===== src/rtl/sha256_pkg.sv =====
// SHA-256 shared constants and bit-mixing functions used by the compression core.
package sha256_pkg;

  // a..h (and H0..H7) as eight 32-bit words, element 0 in the most significant slot.
  typedef logic [0:7][31:0] state_t;

  typedef enum logic [1:0] {
    S_IDLE  = 2'd0,
    S_RUN   = 2'd1,
    S_FINAL = 2'd2
  } core_state_t;

  localparam logic [255:0] IV = {
    32'h6a09e667, 32'hbb67ae85, 32'h3c6ef372, 32'ha54ff53a,
    32'h510e527f, 32'h9b05688c, 32'h1f83d9ab, 32'h5be0cd19
  };

  localparam logic [0:63][31:0] K_TABLE = {
    32'h428a2f98, 32'h71374491, 32'hb5c0fbcf, 32'he9b5dba5, 32'h3956c25b, 32'h59f111f1, 32'h923f82a4, 32'hab1c5ed5,
    32'hd807aa98, 32'h12835b01, 32'h243185be, 32'h550c7dc3, 32'h72be5d74, 32'h80deb1fe, 32'h9bdc06a7, 32'hc19bf174,
    32'he49b69c1, 32'hefbe4786, 32'h0fc19dc6, 32'h240ca1cc, 32'h2de92c6f, 32'h4a7484aa, 32'h5cb0a9dc, 32'h76f988da,
    32'h983e5152, 32'ha831c66d, 32'hb00327c8, 32'hbf597fc7, 32'hc6e00bf3, 32'hd5a79147, 32'h06ca6351, 32'h14292967,
    32'h27b70a85, 32'h2e1b2138, 32'h4d2c6dfc, 32'h53380d13, 32'h650a7354, 32'h766a0abb, 32'h81c2c92e, 32'h92722c85,
    32'ha2bfe8a1, 32'ha81a664b, 32'hc24b8b70, 32'hc76c51a3, 32'hd192e819, 32'hd6990624, 32'hf40e3585, 32'h106aa070,
    32'h19a4c116, 32'h1e376c08, 32'h2748774c, 32'h34b0bcb5, 32'h391c0cb3, 32'h4ed8aa4a, 32'h5b9cca4f, 32'h682e6ff3,
    32'h748f82ee, 32'h78a5636f, 32'h84c87814, 32'h8cc70208, 32'h90befffa, 32'ha4506ceb, 32'hbef9a3f7, 32'hc67178f2
  };

  function automatic logic [31:0] ror(input logic [31:0] x, input int n);
    return (x >> n) | (x << (32 - n));
  endfunction

  function automatic logic [31:0] Sigma0(input logic [31:0] x);
    return ror(x, 2) ^ ror(x, 13) ^ ror(x, 22);
  endfunction

  function automatic logic [31:0] Sigma1(input logic [31:0] x);
    return ror(x, 6) ^ ror(x, 11) ^ ror(x, 25);
  endfunction

  function automatic logic [31:0] sigma0(input logic [31:0] x);
    return ror(x, 7) ^ ror(x, 18) ^ (x >> 3);
  endfunction

  function automatic logic [31:0] sigma1(input logic [31:0] x);
    return ror(x, 17) ^ ror(x, 19) ^ (x >> 10);
  endfunction

  function automatic logic [31:0] Ch(input logic [31:0] x, input logic [31:0] y, input logic [31:0] z);
    return (x & y) ^ (~x & z);
  endfunction

  function automatic logic [31:0] Maj(input logic [31:0] x, input logic [31:0] y, input logic [31:0] z);
    return (x & y) ^ (x & z) ^ (y & z);
  endfunction

endpackage


===== src/rtl/sha256_round_comb.sv =====
// One combinational SHA-256 round: a..h plus K[t], W[t] in, updated a..h out.
module sha256_round_comb
  import sha256_pkg::*;
(
  input  state_t      st_in,
  input  logic [31:0] k,
  input  logic [31:0] w,
  output state_t      st_out
);

  logic [31:0] t1;
  logic [31:0] t2;

  assign t1 = st_in[7] + Sigma1(st_in[4]) + Ch(st_in[4], st_in[5], st_in[6]) + k + w;
  assign t2 = Sigma0(st_in[0]) + Maj(st_in[0], st_in[1], st_in[2]);

  assign st_out[0] = t1 + t2;
  assign st_out[1] = st_in[0];
  assign st_out[2] = st_in[1];
  assign st_out[3] = st_in[2];
  assign st_out[4] = st_in[3] + t1;
  assign st_out[5] = st_in[4];
  assign st_out[6] = st_in[5];
  assign st_out[7] = st_in[6];

endmodule


===== src/rtl/sha256_compress_core.sv =====
// SHA-256 single-block compression with UNROLL chained rounds per clock.
module sha256_compress_core
  import sha256_pkg::*;
#(
  parameter int UNROLL = 1
) (
  input  logic         clk,
  input  logic         reset,
  input  logic         start,
  input  logic [255:0] chain_in,
  input  logic [511:0] block_in,
  output logic         ready,
  output logic         valid_out,
  output logic [255:0] hash_out
);

  if (!(UNROLL == 1 || UNROLL == 2 || UNROLL == 4 || UNROLL == 8 || UNROLL == 16)) begin : g_bad_unroll
    $error("sha256_compress_core: UNROLL must be 1, 2, 4, 8 or 16");
  end

  localparam logic [5:0] CNT_STEP = 6'(UNROLL);
  localparam logic [5:0] CNT_LAST = 6'(64 - UNROLL);

  core_state_t      state_p0;
  logic [5:0]       cnt_p0;
  state_t           work_p0;
  state_t           chain_p0;
  state_t           hash_p0;
  logic [0:15][31:0] win_p0;
  logic [0:15][31:0] win_nxt;
  state_t           work_nxt;

  // Round chain: rounds cnt..cnt+UNROLL-1 evaluated combinationally in one cycle.
  for (genvar j = 0; j < UNROLL; j++) begin : g_rnd
    localparam logic [5:0] OFS = 6'(j);
    state_t st_in;
    state_t st_out;
    if (j == 0) begin : g_first
      assign st_in = work_p0;
    end else begin : g_next
      assign st_in = g_rnd[j-1].st_out;
    end
    sha256_round_comb u_round (
      .st_in  (st_in),
      .k      (K_TABLE[cnt_p0 + OFS]),
      .w      (win_p0[j]),
      .st_out (st_out)
    );
  end

  assign work_nxt = g_rnd[UNROLL-1].st_out;

  // Schedule expansion: new word j may depend on words produced earlier in this same cycle.
  for (genvar j = 0; j < UNROLL; j++) begin : g_sch
    logic [31:0] w2, w7, w15, w16, wn;
    if (j < 2) begin : g_w2_win
      assign w2 = win_p0[14+j];
    end else begin : g_w2_new
      assign w2 = g_sch[j-2].wn;
    end
    if (j < 7) begin : g_w7_win
      assign w7 = win_p0[9+j];
    end else begin : g_w7_new
      assign w7 = g_sch[j-7].wn;
    end
    if (j < 15) begin : g_w15_win
      assign w15 = win_p0[1+j];
    end else begin : g_w15_new
      assign w15 = g_sch[j-15].wn;
    end
    assign w16 = win_p0[j];
    assign wn  = sigma1(w2) + w7 + sigma0(w15) + w16;
  end

  for (genvar i = 0; i < 16; i++) begin : g_win
    if (i + UNROLL < 16) begin : g_shift
      assign win_nxt[i] = win_p0[i+UNROLL];
    end else begin : g_fill
      assign win_nxt[i] = g_sch[i+UNROLL-16].wn;
    end
  end

  // Single register stage: control, working state, schedule window and result.
  always_ff @(posedge clk or posedge reset) begin
    if (reset) begin
      state_p0  <= S_IDLE;
      ready     <= 1'b1;
      valid_out <= 1'b0;
      cnt_p0    <= '0;
      work_p0   <= '0;
      chain_p0  <= '0;
      win_p0    <= '0;
      hash_p0   <= '0;
    end else begin
      valid_out <= 1'b0;
      unique case (state_p0)
        S_IDLE: begin
          if (start) begin
            chain_p0 <= chain_in;
            work_p0  <= chain_in;
            win_p0   <= block_in;
            cnt_p0   <= '0;
            ready    <= 1'b0;
            state_p0 <= S_RUN;
          end
        end
        S_RUN: begin
          work_p0 <= work_nxt;
          win_p0  <= win_nxt;
          cnt_p0  <= cnt_p0 + CNT_STEP;
          if (cnt_p0 == CNT_LAST) begin
            state_p0 <= S_FINAL;
          end
        end
        S_FINAL: begin
          for (int i = 0; i < 8; i++) begin
            hash_p0[i] <= chain_p0[i] + work_p0[i];
          end
          valid_out <= 1'b1;
          ready     <= 1'b1;
          state_p0  <= S_IDLE;
        end
        default: begin
          ready    <= 1'b1;
          state_p0 <= S_IDLE;
        end
      endcase
    end
  end

  assign hash_out = hash_p0;

endmodule


===== config.mk =====
export PLATFORM = sky130hd
export DESIGN_NAME = sha256_compress_core
export DESIGN_NICKNAME = d
export VERILOG_FILES = /design/src/rtl/sha256_pkg.sv /design/src/rtl/sha256_round_comb.sv /design/src/rtl/sha256_compress_core.sv
export SDC_FILE = /design/constraint.sdc
export NUM_CORES = 2
export LEC_CHECK = 0
export CAP_MARGIN = 20
export CORE_UTILIZATION = 50
export CTS_CLUSTER_DIAMETER = 100
export DETAILED_ROUTE_END_ITERATION = 8
export MAX_ROUTING_LAYER = met4
export PLACE_DENSITY = 0.75
export SLEW_MARGIN = 20
export SYNTH_ARGS = -nofsm -noshare
export SYNTH_HDL_FRONTEND = slang
export SYNTH_SLANG_ARGS = --single-unit

===== constraint.sdc =====
create_clock -name clk -period 102.2 [get_ports clk]
set_input_delay 15.33 -clock clk [delete_from_list [all_inputs] [get_ports clk]]
set_output_delay 15.33 -clock clk [all_outputs]
set_load 0.05 [all_outputs]

After elaboration in Yosys (flattened, before gate mapping)
Memory sizes are Yosys's and may differ from the RTL's.
Cells that the tools add are included.
{"block": "totals", "romBits": 2048, "n_memories": 1, "ff_bits": 1290, "in_bits": 771}
{"block": "op_classes", "muxes": 14, "n_lt_le_gt_ge": 1, "bitwise": 29, "n_reduce_logical": 6, "addsub": 19, "n_eq_ne": 5}
{"memory": "(name not given)", "words": 64, "word_bits": 32, "rd": 1, "rd_ports_with_merged_regs": 0, "wr": 0, "line_no": "sha256_compress_core.sv:45", "rtl": ".k (K_TABLE[cnt_p0 + OFS]),"}
{"cell": "case mux 512 bit (2 select lines)", "n": 1}
{"cell": "adder 32 bit", "n": 18}
{"cell": "2-to-1 mux 512 bit", "n": 1}
{"cell": "case mux 256 bit (2 select lines)", "n": 1}
{"cell": "XOR 32 bit", "n": 9}
{"cell": "2-to-1 mux 256 bit", "n": 1}
{"cell": "AND 32 bit", "n": 5}
{"cell": "2-to-1 mux 32 bit", "n": 2}
{"cell": "inverter 32 bit", "n": 1}
{"cell": "bitwise OR 10 x 32 -> 32 bit", "n": 1}
{"cell": "bitwise OR 13 x 32 -> 32 bit", "n": 1}
{"cell": "bitwise OR 14 x 32 -> 32 bit", "n": 1}
{"cell": "bitwise OR 15 x 32 -> 32 bit", "n": 1}
{"cell": "bitwise OR 19 x 32 -> 32 bit", "n": 1}
{"cell": "bitwise OR 21 x 32 -> 32 bit", "n": 1}
{"cell": "bitwise OR 25 x 32 -> 32 bit", "n": 1}
{"cell": "bitwise OR 26 x 32 -> 32 bit", "n": 1}
{"cell": "bitwise OR 30 x 32 -> 32 bit", "n": 1}
{"cell": "bitwise OR 7 x 32 -> 32 bit", "n": 1}
{"cell": "XOR 32 x 22 -> 32 bit", "n": 1}
{"cell": "XOR 32 x 29 -> 32 bit", "n": 1}
{"cell": "case mux 6 bit (2 select lines)", "n": 1}
{"cell": "AND reduction 2 bit", "n": 4}
{"cell": "greater-or-equal comparator 7 bit (second input constant)", "n": 1}
{"cell": "14 further kinds", "n": 17}

Longest topological paths before layout
{"block": "depth", "word_depth": 9, "mapped_depth": 36, "ltp_nobuf": 34}

Modules after synthesis
Synthesis repeated with hierarchy kept, for this count alone.
{"block": "unflattened", "hier_cells": 9948, "hier_area_um2": 82312.7}
{"mod": "sha256_compress_core", "area_each_um2": 70886.7, "cells_each": 8551, "seq_area_each_um2": 32282.2, "instances": 1}
{"mod": "sha256_round_comb", "area_each_um2": 11426.0, "cells_each": 1397, "seq_area_each_um2": 0.0, "instances": 1}

Worst setup path after synthesis
No wires, ideal clock.
{"block": "synth_path", "path_kind": "input-to-reg", "start": "input start", "end": "register work_p0, in the netlist g_rnd[0].st_in[101]", "t_required_ns": 102.122, "slack_ns": 85.417, "t_arrival_ns": 16.706, "path_stages": 8, "path_cell_list": "nand2_1 > or2_2 > clkbuf_1 > nand2_1 > clkbuf_1 > buf_1 > o22ai_1 > a21oi_1"}
{"block": "synth_between", "elab_chain_len": 2}
{"element": "from (decl)", "line_no": "sha256_compress_core.sv:9", "rtl": "input logic start,"}
{"element": "inequality test 2 bit (no source line)"}
{"element": "AND reduction 2 bit (no source line)"}
{"element": "to (signal assigned)", "line_no": "sha256_compress_core.sv:100", "rtl": "work_p0 <= chain_in;"}
{"element": "to (signal assigned)", "line_no": "sha256_compress_core.sv:108", "rtl": "work_p0 <= work_nxt;"}
{"element": "to (decl)", "line_no": "sha256_compress_core.sv:26", "rtl": "state_t work_p0;"}
No other way between the ends.
A chain may end at the register's enable or synchronous reset.

==> impl_metrics.csv <==
group,metric,value,unit
final_layout,multi_input_area,43600,sq um
timing,worst_clock_skew,0.0343,ns
global_routing,antenna_found_initial,57,
synthesis,async_reset_ff_frac,1.00,
worst_setup_path,critPathKind,"input port to async pin",
timing,fin_crit_sh,0.189,
placement,place.gp.congestion,1.01,
routing,vias,73900,
global_routing,grt_overflow,0,
worst_setup_path,worstReg2RegStart,"cnt_p0[0]$_DFFE_PP0P_",
cts,cts_tree,"done",
timing,setup_viol,0,
global_routing,grt_max_degree,228,
final_layout,drive_gt1_frac,0.0436,
floorplan,rows,146,
timing,rsz0062_at_grt,"no",
worst_setup_path,r2r-end,"g_rnd[0].st_in[255]$_DFFE_PP0P_",
placement,place_area,91100,sq um
synthesis,synthTopCellsByArea,"dfrtp_1 (40%), nand2_1 (11%), ha_1 (6.2%)",
timing,worst_pin_slew,1.43,ns
worst_setup_path,worst-r2r-setup-slack,92.64,ns
routing,drc,0,
final_layout,seqCellArea,32300,sq um
worst_setup_path,cp-start-kind,"input port",
placement,dp_hpwl,240,mm
cts,cts_sinks,1290,
synthesis,synth_top_area_share,0.404,
cts,cts_resized,0,
routing,wl_met1,121,mm
synthesis,synth_cell_types,92,
synthesis,syn_area_per_cell,8.40,sq um
cts,cts_setup_buffers,0,
synthesis,synth_edf_count,0,
worst_setup_path,arrival,20.13,ns
floorplan,core_area,158000,sq um
timing,finalCriticalPeriod,19.36,ns
final_layout,area_delta_synth_final,20.9,%
final_layout,layout.nets,11500,
routing,detail_route.vias_per_cell,5.96,
worst_setup_path,rr_worst_depth,33,
global_routing,grt_usage,0.395,
synthesis,syn_area,79800,sq um
min_path,hold_depth,2,
cts,root_buffer,"clkbuf_16",
routing,met2_wirelength,147,mm
cts,max-clock-path-buffers,3,
synthesis,ys_warn_count,0,
floorplan,die_y,401,um
global_routing,grt_pass1_wl,460,mm
timing,maxSlewHeadroom,0.0489,
routing,wirelength,314,mm
timing,maxSlewViolCount,0,
routing,detail-route-antenna-nets,0,
worst_setup_path,critPathRequiredTime,102.97,ns
floorplan,die_x,401,um
cts,htreeDepth,4,
floorplan,dieArea,161000,sq um
worst_setup_path,critPathMaxFanout,179,
final_layout,final_cell_area,96500,sq um
routing,drt_iter0_drc,8379,
placement,io_buffers,1028,
min_path,hold_class,"flip-flop to flip-flop",
synthesis,synth_seq_cells,1290,
routing,top_layer,"met4",
min_path,hold_start,"hash_out[85]$_DFFE_PP0P_",
floorplan,initial_core_util,0.504,
outcome,status,"completed",
timing,hold_viol,0,
cts,clock_latency,0.83,ns
routing,wl_met3,25.0,mm
timing,max_freq,51.6,MHz
routing,wl_per_cell,25.4,um
routing,firstDrtPassIters,6,
synthesis,yosysSeqAreaShare,0.405,
synthesis,ys.flop_type,"dfrtp_1",
synthesis,syn_nets,10900,
synthesis,syn-instance-count,9501,
min_path,min_to,"hash_out[85]$_DFFE_PP0P_",
floorplan,io_pins,1029,
worst_setup_path,end_kind,"async pin",
cts,cts_hold_buf,0,
cts,cts_made_buffers,146,
synthesis,synth_area_leader_cell,"dfrtp_1",
timing,setup_tns,0,ns
job,maxCapViolCount,0,
final_layout,fillerInstances,13700,
global_routing,grt_pass1_vias,71500,
cts,clkTransAtPathRegs,0.06,ns
==> metrics by stage <==
stage                     setup WS, ns  instances  hold WS (ns)   util
after floorplan                  50.51       9501         0.452      -
after detailed placement         81.98      12100         0.469  0.576
after global routing             82.25      12400         0.498  0.609
after global placement           81.98      12100         0.460  0.576
after CTS                        82.83      12300         0.483  0.608
final                            82.84      12400         0.478  0.609
==> critical path, stage by stage <==
cell and delay (ns):
clkdlybuf4s50_1 0.49, inv_8 0.55, buf_4 0.90, buf_12 0.65, buf_4 0.64, buf_12 0.29
buf_12 0.62
==> synthesized netlist by cell type, types with 9 or more instances <==
cell and number:
nand2_1 2398, dfrtp_1 1289, nor2_1 868, a31oi_1 712, clkbuf_1 565, o21ai_0 475, inv_1 436, a21oi_1 411
ha_1 395, xnor2_1 319, xor2_1 250, fa_1 197, a21o_1 174, o22ai_1 81, a211oi_1 67, nand2b_1 61
nor3_1 58, nand3_1 54, o21bai_1 49, and3_1 46, o21a_1 43, o211ai_1 41, buf_1 39, nor2b_1 36
or3_1 35, mux2_2 34, o31ai_1 30, o21ai_1 26, a31o_2 23, maj3_1 22, nand4_1 20, or2_2 18
a21boi_0 16, and2_1 15, a211o_1 14, mux2i_1 13, a221oi_1 12, o31a_1 12, o221ai_1 9, o311ai_0 9
==> how the worst max path moves through the flow <==
stage / endpoint / start / cells past startpoint
2_1_floorplan: chain_p0[0]$_DFFE_PP0P_ / reset / 1
3_3_place_gp: hash_out[208]$_DFFE_PP0P_ / reset / 6
3_5_place_dp: hash_out[208]$_DFFE_PP0P_ / reset / 6
4_1_cts: hash_out[225]$_DFFE_PP0P_ / reset / 6
5_1_grt: g_rnd[0].st_in[251]$_DFFE_PP0P_ / reset / 7
6_report: chain_p0[206]$_DFFE_PP0P_ / reset / 7
==> per-layer routing <==
layer | vias to the layer above | track usage
met5 | - | -
met4 | 0 | 0.227
met3 | 817 | 0.0683
met2 | 3584 | 0.613
met1 | 36000 | 0.486
li1 | 33500 | -
==> flip-flops by register name, indices dropped and copies added (netlist names) <==
register     flops
win_nxt        384
ready            1
g_rnd.st_in    256
valid_out        1
cnt_p0           6
hash_out       256
g_sch.w15       32
g_sch.w2        32
g_sch.w7        32
state_p0         2
chain_p0       256
g_sch.w16       32
==> kinds of logic (layout without fill, tap and decap cells) <==
kind of cell    after synthesis  in the layout  share of synthesized area
compound gates             2285           2285                      0.178
xor+xnor                    570            570                     0.0627
fa+ha+maj                   614            614                      0.114
buf+inv                    1041           1811                     0.0491
flops                      1290           1290                      0.405
mux                          54             54                    0.00841
other cells                   0             52                          0
simple gates               3647           3647                      0.183
==> area by class of cell <==
cell class | instances | area share
diodes | 52 | 0.00135
clock inverters | 69 | 0.0106
well taps | 2072 | 0.0269
clock buffers | 197 | 0.0430
flip-flops and latches | 1290 | 0.335
multi-input cells | 7170 | 0.452
inverters | 436 | 0.0170
repair buffers | 1109 | 0.114
==> cell usage in the layout, fill, tap and decap left out, types with 16 or more instances in the layout <==
cell type        count
maj3_1              22
o21ai_1             26
clkbuf_8            26
a21boi_0            16
nand3_1             54
clkinv_2            33
a31o_2              23
nand4_1             20
o21bai_1            49
and3_1              46
a211oi_1            67
o21ai_0            475
xor2_1             250
o211ai_1            41
clkbuf_1            23
a21o_1             174
nand2b_1            60
diode_2             52
or3_1               35
clkbuf_16          148
nor2b_1             36
a21oi_1            411
o21a_1              43
clkdlybuf4s50_1   1028
mux2_2              34
bufinv_16           19
dfrtp_1           1286
o22ai_1             81
o31ai_1             30
fa_1               197
a31oi_1            712
nor3_1              58
ha_1               395
buf_4               67
nor2_1             865
or2_2               17
nand2_1           2396
inv_1              433
xnor2_1            319
Power is not shown: default switching activity piles up to over one toggle a cycle in this logic, so the estimate is an artifact.
